## config.mk

```make
export PLATFORM = sky130hd
export DESIGN_NAME = decoder_hold
export DESIGN_NICKNAME = d
export VERILOG_FILES = /design/src/rtl/decoder_hold.sv
export SDC_FILE = /design/constraint.sdc
export NUM_CORES = 1
export LEC_CHECK = 0
export BUFFER_PORTS_ARGS = -buffer_cell sky130_fd_sc_hd__buf_2
export CORE_UTILIZATION = 52
export CTS_BUF_LIST = sky130_fd_sc_hd__clkbuf_4 sky130_fd_sc_hd__clkbuf_8
export CTS_CLUSTER_DIAMETER = 60
export DETAILED_ROUTE_END_ITERATION = 6
export PLACE_DENSITY = 0.86
export SYNTH_ARGS = -nofsm -noshare
export SYNTH_HDL_FRONTEND = slang
export SYNTH_SLANG_ARGS = --single-unit
export TNS_END_PERCENT = 1
```

## constraint.sdc

```tcl
create_clock -name clk -period 2 [get_ports clk]
set_input_delay 0.1 -clock clk [delete_from_list [all_inputs] [get_ports clk]]
set_output_delay 0.1 -clock clk [all_outputs]
set_load 0.05 [all_outputs]
```

## src/rtl/decoder_hold.sv

```systemverilog
// decoder_hold: accepts a 3-bit Code through a ready/valid handshake and drives
// the matching one-hot word on Data for HOLD_CYCLES cycles. Data then returns to
// zero for GAP_CYCLES cycles before the next Code can be accepted. A one-cycle
// done pulse marks the end of every hold.
// Optional build macro DECODER_PARITY_EN adds an even-parity check on Code
// through code_par. A failed check reports par_err instead of decoding.
module decoder_hold #(
    parameter int HOLD_CYCLES = 4,  // 1..255
    parameter int GAP_CYCLES  = 1   // 0..255
) (
    input  logic       clk,
    input  logic       rst,
    input  logic [2:0] Code,
    input  logic       in_valid,
`ifdef DECODER_PARITY_EN
    input  logic       code_par,
    output logic       par_err,
`endif
    output logic       in_ready,
    output logic [7:0] Data,
    output logic       busy,
    output logic       done
);

    typedef enum logic [1:0] {
        IDLE = 2'd0,
        HOLD = 2'd1,
        GAP  = 2'd2
    } state_t;

    // The counter holds "cycles left after this one", so each phase loads N-1.
    localparam logic [7:0] HOLD_LOAD = 8'(HOLD_CYCLES - 1);
    localparam logic [7:0] GAP_LOAD  = 8'((GAP_CYCLES == 0) ? 0 : GAP_CYCLES - 1);

    state_t     state, state_d;
    logic [7:0] cnt, cnt_d;
    logic [7:0] data_d;
    logic       done_d;
    logic       xfer;
    logic       par_ok;

    // Ready depends only on the registered state, and is held low while reset is asserted.
    assign in_ready = (state == IDLE) && !rst;
    assign xfer     = in_valid && in_ready;
    assign busy     = (state != IDLE);

`ifdef DECODER_PARITY_EN
    logic par_err_d;
    // The Code bits and code_par together must have an even number of ones.
    assign par_ok = ~^{Code, code_par};
`else
    assign par_ok = 1'b1;
`endif

    // Next-state and next-output logic. All outputs are registered from these values.
    always_comb begin
        // NOTE: every signal gets a default first, so no path can leave it unassigned and infer a latch.
        state_d = state;
        cnt_d   = cnt;
        data_d  = Data;
        done_d  = 1'b0;
`ifdef DECODER_PARITY_EN
        par_err_d = xfer && !par_ok;
`endif
        case (state)
            IDLE: begin
                if (xfer && par_ok) begin
                    state_d = HOLD;
                    cnt_d   = HOLD_LOAD;
                    data_d  = 8'd1 << Code;
                end
            end
            HOLD: begin
                if (cnt == 8'd0) begin
                    data_d = 8'd0;
                    done_d = 1'b1;
                    if (GAP_CYCLES == 0) begin
                        state_d = IDLE;
                        cnt_d   = 8'd0;
                    end else begin
                        state_d = GAP;
                        cnt_d   = GAP_LOAD;
                    end
                end else begin
                    cnt_d = cnt - 8'd1;
                end
            end
            GAP: begin
                data_d = 8'd0;
                if (cnt == 8'd0) begin
                    state_d = IDLE;
                end else begin
                    cnt_d = cnt - 8'd1;
                end
            end
            default: begin
                state_d = IDLE;
                cnt_d   = 8'd0;
                data_d  = 8'd0;
            end
        endcase
    end

    // State, counter and output registers. Reset clears them asynchronously, including any hold in progress.
    always_ff @(posedge clk or posedge rst) begin
        if (rst) begin
            state <= IDLE;
            cnt   <= 8'd0;
            Data  <= 8'd0;
            done  <= 1'b0;
        end else begin
            // NOTE: non-blocking assignments make all registers update together from pre-edge values.
            state <= state_d;
            cnt   <= cnt_d;
            Data  <= data_d;
            done  <= done_d;
        end
    end

`ifdef DECODER_PARITY_EN
    // Parity error flag. It pulses for one cycle after a rejected transfer.
    always_ff @(posedge clk or posedge rst) begin
        if (rst) begin
            par_err <= 1'b0;
        end else begin
            par_err <= par_err_d;
        end
    end
`endif

endmodule

```

==> results of run 1 <==
-- cells by family (layout without fill, tap and decap cells) --
family / Yosys count / count (layout) / share of synthesized area, %
AOI/OAI and AO/OA: 35 / 35 / 23.0
DFF: 19 / 19 / 43.1
xor gates and xnor gates: 3 / 3 / 2.38
adders and majority gates: 2 / 2 / 2.27
and+or+nand+nor: 47 / 47 / 23.7
muxes: 2 / 2 / 1.81
buffers and inverters: 11 / 39 / 3.74
-- stage by stage --
| stage | power [mW] | instances | TNS (ns) | area (sq um) |
|---|---|---|---|---|
| final | 2.27 | 174 | 0 | 1350 |
| after global routing | 2.43 | 174 | 0 | 1350 |
| after CTS | 2.22 | 174 | 0 | 1330 |
| after detailed placement | 1.99 | 169 | -0.0699 | 1280 |
| after global placement | 1.94 | 169 | 0 | 1280 |
| after floorplan | 1.60 | 119 | 0 | 1100 |
-- cell type report --
type / count / area (sq um)
tap: 27 / 33.8
clock buffer: 4 / 30.0
inverter: 7 / 26.3
sequential: 19 / 475
timing repair buffer: 28 / 173
fill: 149 / 637
multi-input combinational: 89 / 607
-- routing by layer --
| metal | part of all wire [%] | GRT usage, % | vias up |
|---|---|---|---|
| met5 | 0 | 0 | - |
| met4 | 1.5 | 12.8 | 0 |
| met3 | 6.7 | 7.17 | 5 |
| met2 | 49 | 43.5 | 52 |
| met1 | 43 | 31.7 | 502 |
| li1 | - | - | 502 |
-- sequential cells by signal (all words and copies together) (netlist names) --
signal  flops
done        1
cnt         8
state       2
Data        8
-- power by group through the flow --
stage / Sequential [mW] / Clock, mW / Combinational, mW
final: 0.660 / 0.218 / 1.39
after global routing: 0.676 / 0.236 / 1.52
after CTS: 0.648 / 0.225 / 1.35
after detailed placement: 0.653 / 0 / 1.34
after global placement: 0.644 / 0 / 1.29
after floorplan: 0.825 / 0 / 0.777
-- cell usage in the layout (no fill, tap or decap), types with 3 or more instances in the layout --
master / Yosys / final
a21oi_1: 3 / 3
a31oi_1: 5 / 5
buf_2: 0 / 16
buf_4: 0 / 11
clkbuf_4: 0 / 4
dfrtp_1: 19 / 19
inv_1: 7 / 7
nand2_1: 14 / 14
nand2b_1: 3 / 3
nor2_1: 10 / 10
nor2b_1: 3 / 3
nor3b_1: 4 / 3
o21ai_0: 6 / 6
o31ai_1: 6 / 6
-- final timing paths --
kind,startpoint,to,slack [ns]
worst max register to register,cnt[1]$_DFFE_PP0P_,cnt[2]$_DFFE_PP0P_,0.1
min in group asynchronous,rst,Data[6]$_DFFE_PP0P_,0.49
worst max-delay path,cnt[1]$_DFFE_PP0P_,cnt[2]$_DFFE_PP0P_,0.1
worst min register to register,Data[5]$_DFFE_PP0P_,Data[5]$_DFFE_PP0P_,0.49
worst min-delay path,Code[0],Data[4]$_DFFE_PP0P_,0.03
max in group asynchronous,rst,Data[7]$_DFFE_PP0P_,1.05
-- what timing repair did --
action | in CTS | in global routing
hold buffers | 1 | 0
endpoints found under the hold margin | 19 | 0
setup buffers | 0 | 0
cloned | 0 | 0
setup endpoints to repair | 2 | 3
resized for setup | 2 | 3
==> flow_summary.json, run 1 <==
{
  "status": "finished clean",
  "crit_path_max_incr_delay_ns": 0.45,
  "syn-num-nets": 127,
  "fin_crit_sh_pct": 95.1,
  "crit_path_top_delay_cell": "or4b_1",
  "cts_buffer_depth": 2,
  "antenna_cells": 0,
  "critPathLaunchType": "flop",
  "netlist_top_cells_count": "dfrtp_1, nand2_1, nor2_1",
  "end_kind": "flop",
  "rows": 16,
  "clk_pin_slew_worst_paths_ns": 0.11,
  "dieWidth_um": 48.1,
  "die_height_um": 48.1,
  "synth_top_cell_area_share_pct": 43.1,
  "seq_area_frac_synth_pct": 43.1,
  "hold_viol": 0,
  "cts_made_buffers": 3,
  "clock-sinks": 19,
  "tritoncts": "built",
  "hold_ws_ns": 0.0296,
  "synth.largest_area_cell": "dfrtp_1",
  "pre_cts_ws_ns": -0.0496,
  "drv_cap": 0,
  "ir_drop_v": 0.000890,
  "slew_viol_final": 0,
  "yosys-top-cells-area": "dfrtp_1, nand2_1, o31ai_1",
  "drt_iter0_drc": 36,
  "vias": 1061,
  "wl_per_cell_um": 15.4,
  "gp_congestion": 0.846,
  "syn_area_per_cell_sq_um": 9.27,
  "finalSetupViolCount": 0,
  "critical_path_required_ns": 2.24,
  "cts_root_buf": "clkbuf_4",
  "dieArea_sq_um": 2310,
  "crit_cells": 6,
  "clock_latency_ns": 0.31,
  "drive_gt1_share_pct": 25.9,
  "crit_arrival_ns": 2.14,
  "hp-class": "primary input to flop",
  "power.density_nw_per_um2": 1690,
  "tightest_slew_ns": 0.741,
  "timing.critical_path.buf_inv": 1,
  "yosys_register_bits": 19,
  "rsz0062_at_grt": "no",
  "worstSetupPathType": "flop to flop",
  "path_delay_family": "simple AND/OR/NAND/NOR gates",
  "vias_per_cell": 6.10,
  "synth_cell_types": 41,
  "h-tree-depth": 1,
  "synth_cells": 119,
  "switching_share_pct": 49.4,
  "start_util_pct": 55.7,
  "synth_edf_count": 0,
  "finalWorstSetupSlack_ns": 0.0978,
  "postRouteWirelength_mm": 2.68,
  "grt_pass1_wl_mm": 4.17,
  "grt_max_degree": 20,
  "power_frac_comb_pct": 61.3,
  "boundaryPins": 17,
  "grt_pass1_vias": 1001,
  "p_int_mw": 1.15,
  "leakagePower_nw": 0.606,
  "ys_async_sr_fraction_pct": 100,
  "synth.most_common_cell": "dfrtp_1",
  "max_freq_mhz": 526,
  "dr.pass1.iters": 4,
  "period_minus_slack_ns": 1.90,
  "utilization_pct": 67.9,
  "slew_headroom_pct": 50.5,
  "p_sw_mw": 1.12,
  "final_nets": 156,
  "holdPathStages": 2,
  "antenna_found_initial": 0,
  "core_sq_um": 1980,
  "antenna_left": 0,
  "path_cells": "inv_1 -> ha_1 -> or3b_4 -> o21ai_4 -> or4b_1 -> a31oi_1",
  "reg2reg_depth": 6,
  "hpwl_mm": 1.97,
  "area_delta_synth_final_pct": 21.9,
  "power_frac_seq_pct": 29.1,
  "finalClockSkew_ns": 0.00246,
  "cp_max_fo": 4,
  "yosysWarnings": 0,
  "route.detailed.drc": 0,
  "ys.flop_type": "dfrtp_1",
  "synth_area_sq_um": 1100,
  "track_usage_pct": 26.4,
  "port_buffers": 16,
  "grt-ovfl-total": 0,
  "clockPowerShare_pct": 9.6
}
Power figures use the tool's default switching activity.
==> run 2: changes to the inputs <==
Settings changed: CORE_MARGIN from default to 5.
==> run 2 against run 1 <==
  * Sequential share of layout area is 0.50 points higher
  * Clock power is 4% lower
  * Maximum frequency shrank 0.49%
  * Critical path type unchanged
  * Critical endpoint is now cnt[7]$_DFFE_PP0P_
==> flow_summary.json, run 2 (same netlist as run 1, synthesis figures left out) <==
{
  "core_sq_um": 2000,
  "crit_arrival_ns": 2.15,
  "drt_iter0_drc": 63,
  "vias": 1047,
  "p_total_mw": 2.24,
  "leakagePower_nw": 0.595,
  "finalClockSkew_ns": 0.00934,
  "grt_pass1_wl_mm": 4.77,
  "routed.top_layer": "met4",
  "area_delta_synth_final_pct": 20.2,
  "tightest_slew_ns": 0.728,
  "tritoncts": "built",
  "cts_made_buffers": 3,
  "pre_cts_ws_ns": -0.0177,
  "clock_latency_ns": 0.32,
  "clock-sinks": 19,
  "vias_per_cell": 6.05,
  "clockPowerShare_pct": 9.4,
  "start_util_pct": 55.1,
  "final_common_cell": "dfrtp_1",
  "dr.pass1.iters": 4,
  "post-cts-setup-buffer-count": 0,
  "drive_gt1_share_pct": 25.3,
  "holdPathStages": 2,
  "track_usage_pct": 19.0,
  "end_kind": "flop",
  "worstSetupPathType": "flop to flop",
  "hp-class": "primary input to flop",
  "m1WireLength_mm": 1.24,
  "p_sw_mw": 1.13,
  "clk_pin_slew_worst_paths_ns": 0.12,
  "grt-ovfl-total": 0,
  "grt_pass1_vias": 1068,
  "slew_viol_final": 0,
  "met2_length_mm": 1.32,
  "utilization_pct": 66.3,
  "postRouteWirelength_mm": 2.77,
  "power.density_nw_per_um2": 1690,
  "power_frac_comb_pct": 60.4,
  "max_freq_mhz": 523,
  "antenna_cells": 0,
  "status": "finished clean",
  "antenna_found_initial": 0,
  "cts_root_buf": "clkbuf_4",
  "rows": 16,
  "dieWidth_um": 56.1,
  "port_buffers": 16,
  "hpwl_mm": 2.03,
  "critical_path_required_ns": 2.24,
  "wl_per_cell_um": 16.0,
  "hold_viol": 0,
  "period_minus_slack_ns": 1.91,
  "p_int_mw": 1.11,
  "rsz0062_at_grt": "no",
  "reg2reg_depth": 7,
  "fin_crit_sh_pct": 95.6,
  "drv_cap": 0,
  "antenna_left": 0,
  "final_nets": 155,
  "cts_buffer_depth": 2,
  "postLayoutCellArea_sq_um": 1330,
  "finalWorstSetupSlack_ns": 0.0884,
  "fin_setup_tns_ns": 0,
  "gp_congestion": 1.00,
  "switching_share_pct": 50.4,
  "boundaryPins": 17,
  "grt_max_degree": 20,
  "critPathLaunchType": "flop",
  "reg2reg_slack_ns": 0.09,
  "ir_drop_v": 0.000985,
  "mostFrequentLayoutCells": "dfrtp_1, buf_2, nand2_1, nor2_1, buf_4",
  "reg_top3": "Data x8, cnt x8, state x2",
  "dieArea_sq_um": 3140,
  "h-tree-depth": 1,
  "slew_headroom_pct": 51.4,
  "placed_cell_area_sq_um": 1280,
  "power_frac_seq_pct": 30.3,
  "wl_met3_um": 110,
  "die_height_um": 56.1,
  "route.detailed.drc": 0,
  "cp_max_fo": 5,
  "finalSetupViolCount": 0
}
run 2: cell count changes in the layout (fill, tap and decap cells not counted), sizes merged:
cell / change
buf: -1
clkbuf: -1
clkinvlp: +1
run 2: per-layer routing:
metal	vias to the layer above	track usage, %
met1	495	23.5
met2	40	29.7
met3	13	3.02
met4	0	13.6
met5	-	0
li1	499	-
run 2: final cells by class:
type	count	area [sq um]
clock buffer	3	22.5
clock inverter	1	7.51
fill	166	676
inverter	7	26.3
multi-input combinational	89	596
sequential	19	475
tap	27	33.8
timing repair buffer	27	165
run 2: what timing repair did:
| action | in CTS | in global routing |
|---|---|---|
| hold buffers | 1 | 0 |
| pin swaps | 0 | 1 |
| endpoints found under the hold margin | 19 | 0 |
| setup endpoints to repair | 1 | 11 |
| resized for setup | 1 | 3 |
run 2: worst max-delay path: stages (launching register included):
cell and delay [ns]:
dfrtp_1 0.40, inv_1 0.07, ha_1 0.19, or3b_4 0.26
o21ai_4 0.05, buf_4 0.16, a2111oi_1 0.46, mux2i_1 0.25
run 2: per-stage QoR:
stage	hold slack, ns	cells
after floorplan	0.0511	119
after detailed placement	0.315	168
after global routing	0.0332	173
after global placement	0.289	168
after CTS	0.0222	173
final	0.0264	173
run 2: worst paths after layout:
kind / start / to
min: Code[1] / Data[0]$_DFFE_PP0P_
max: cnt[1]$_DFFE_PP0P_ / cnt[7]$_DFFE_PP0P_
min in group asynchronous: rst / Data[2]$_DFFE_PP0P_
max reg2reg: cnt[1]$_DFFE_PP0P_ / cnt[7]$_DFFE_PP0P_
min reg2reg: Data[6]$_DFFE_PP0P_ / Data[6]$_DFFE_PP0P_
max in group asynchronous: rst / cnt[0]$_DFFE_PP0P_
run 2: power by group through the flow:
| stage | clock, mW | sequential (mW) | combinational (mW) |
|---|---|---|---|
| after floorplan | 0 | 0.825 | 0.777 |
| after global placement | 0 | 0.662 | 1.25 |
| after detailed placement | 0 | 0.673 | 1.31 |
| after CTS | 0.212 | 0.666 | 1.32 |
| after global routing | 0.230 | 0.692 | 1.47 |
| final | 0.210 | 0.677 | 1.35 |
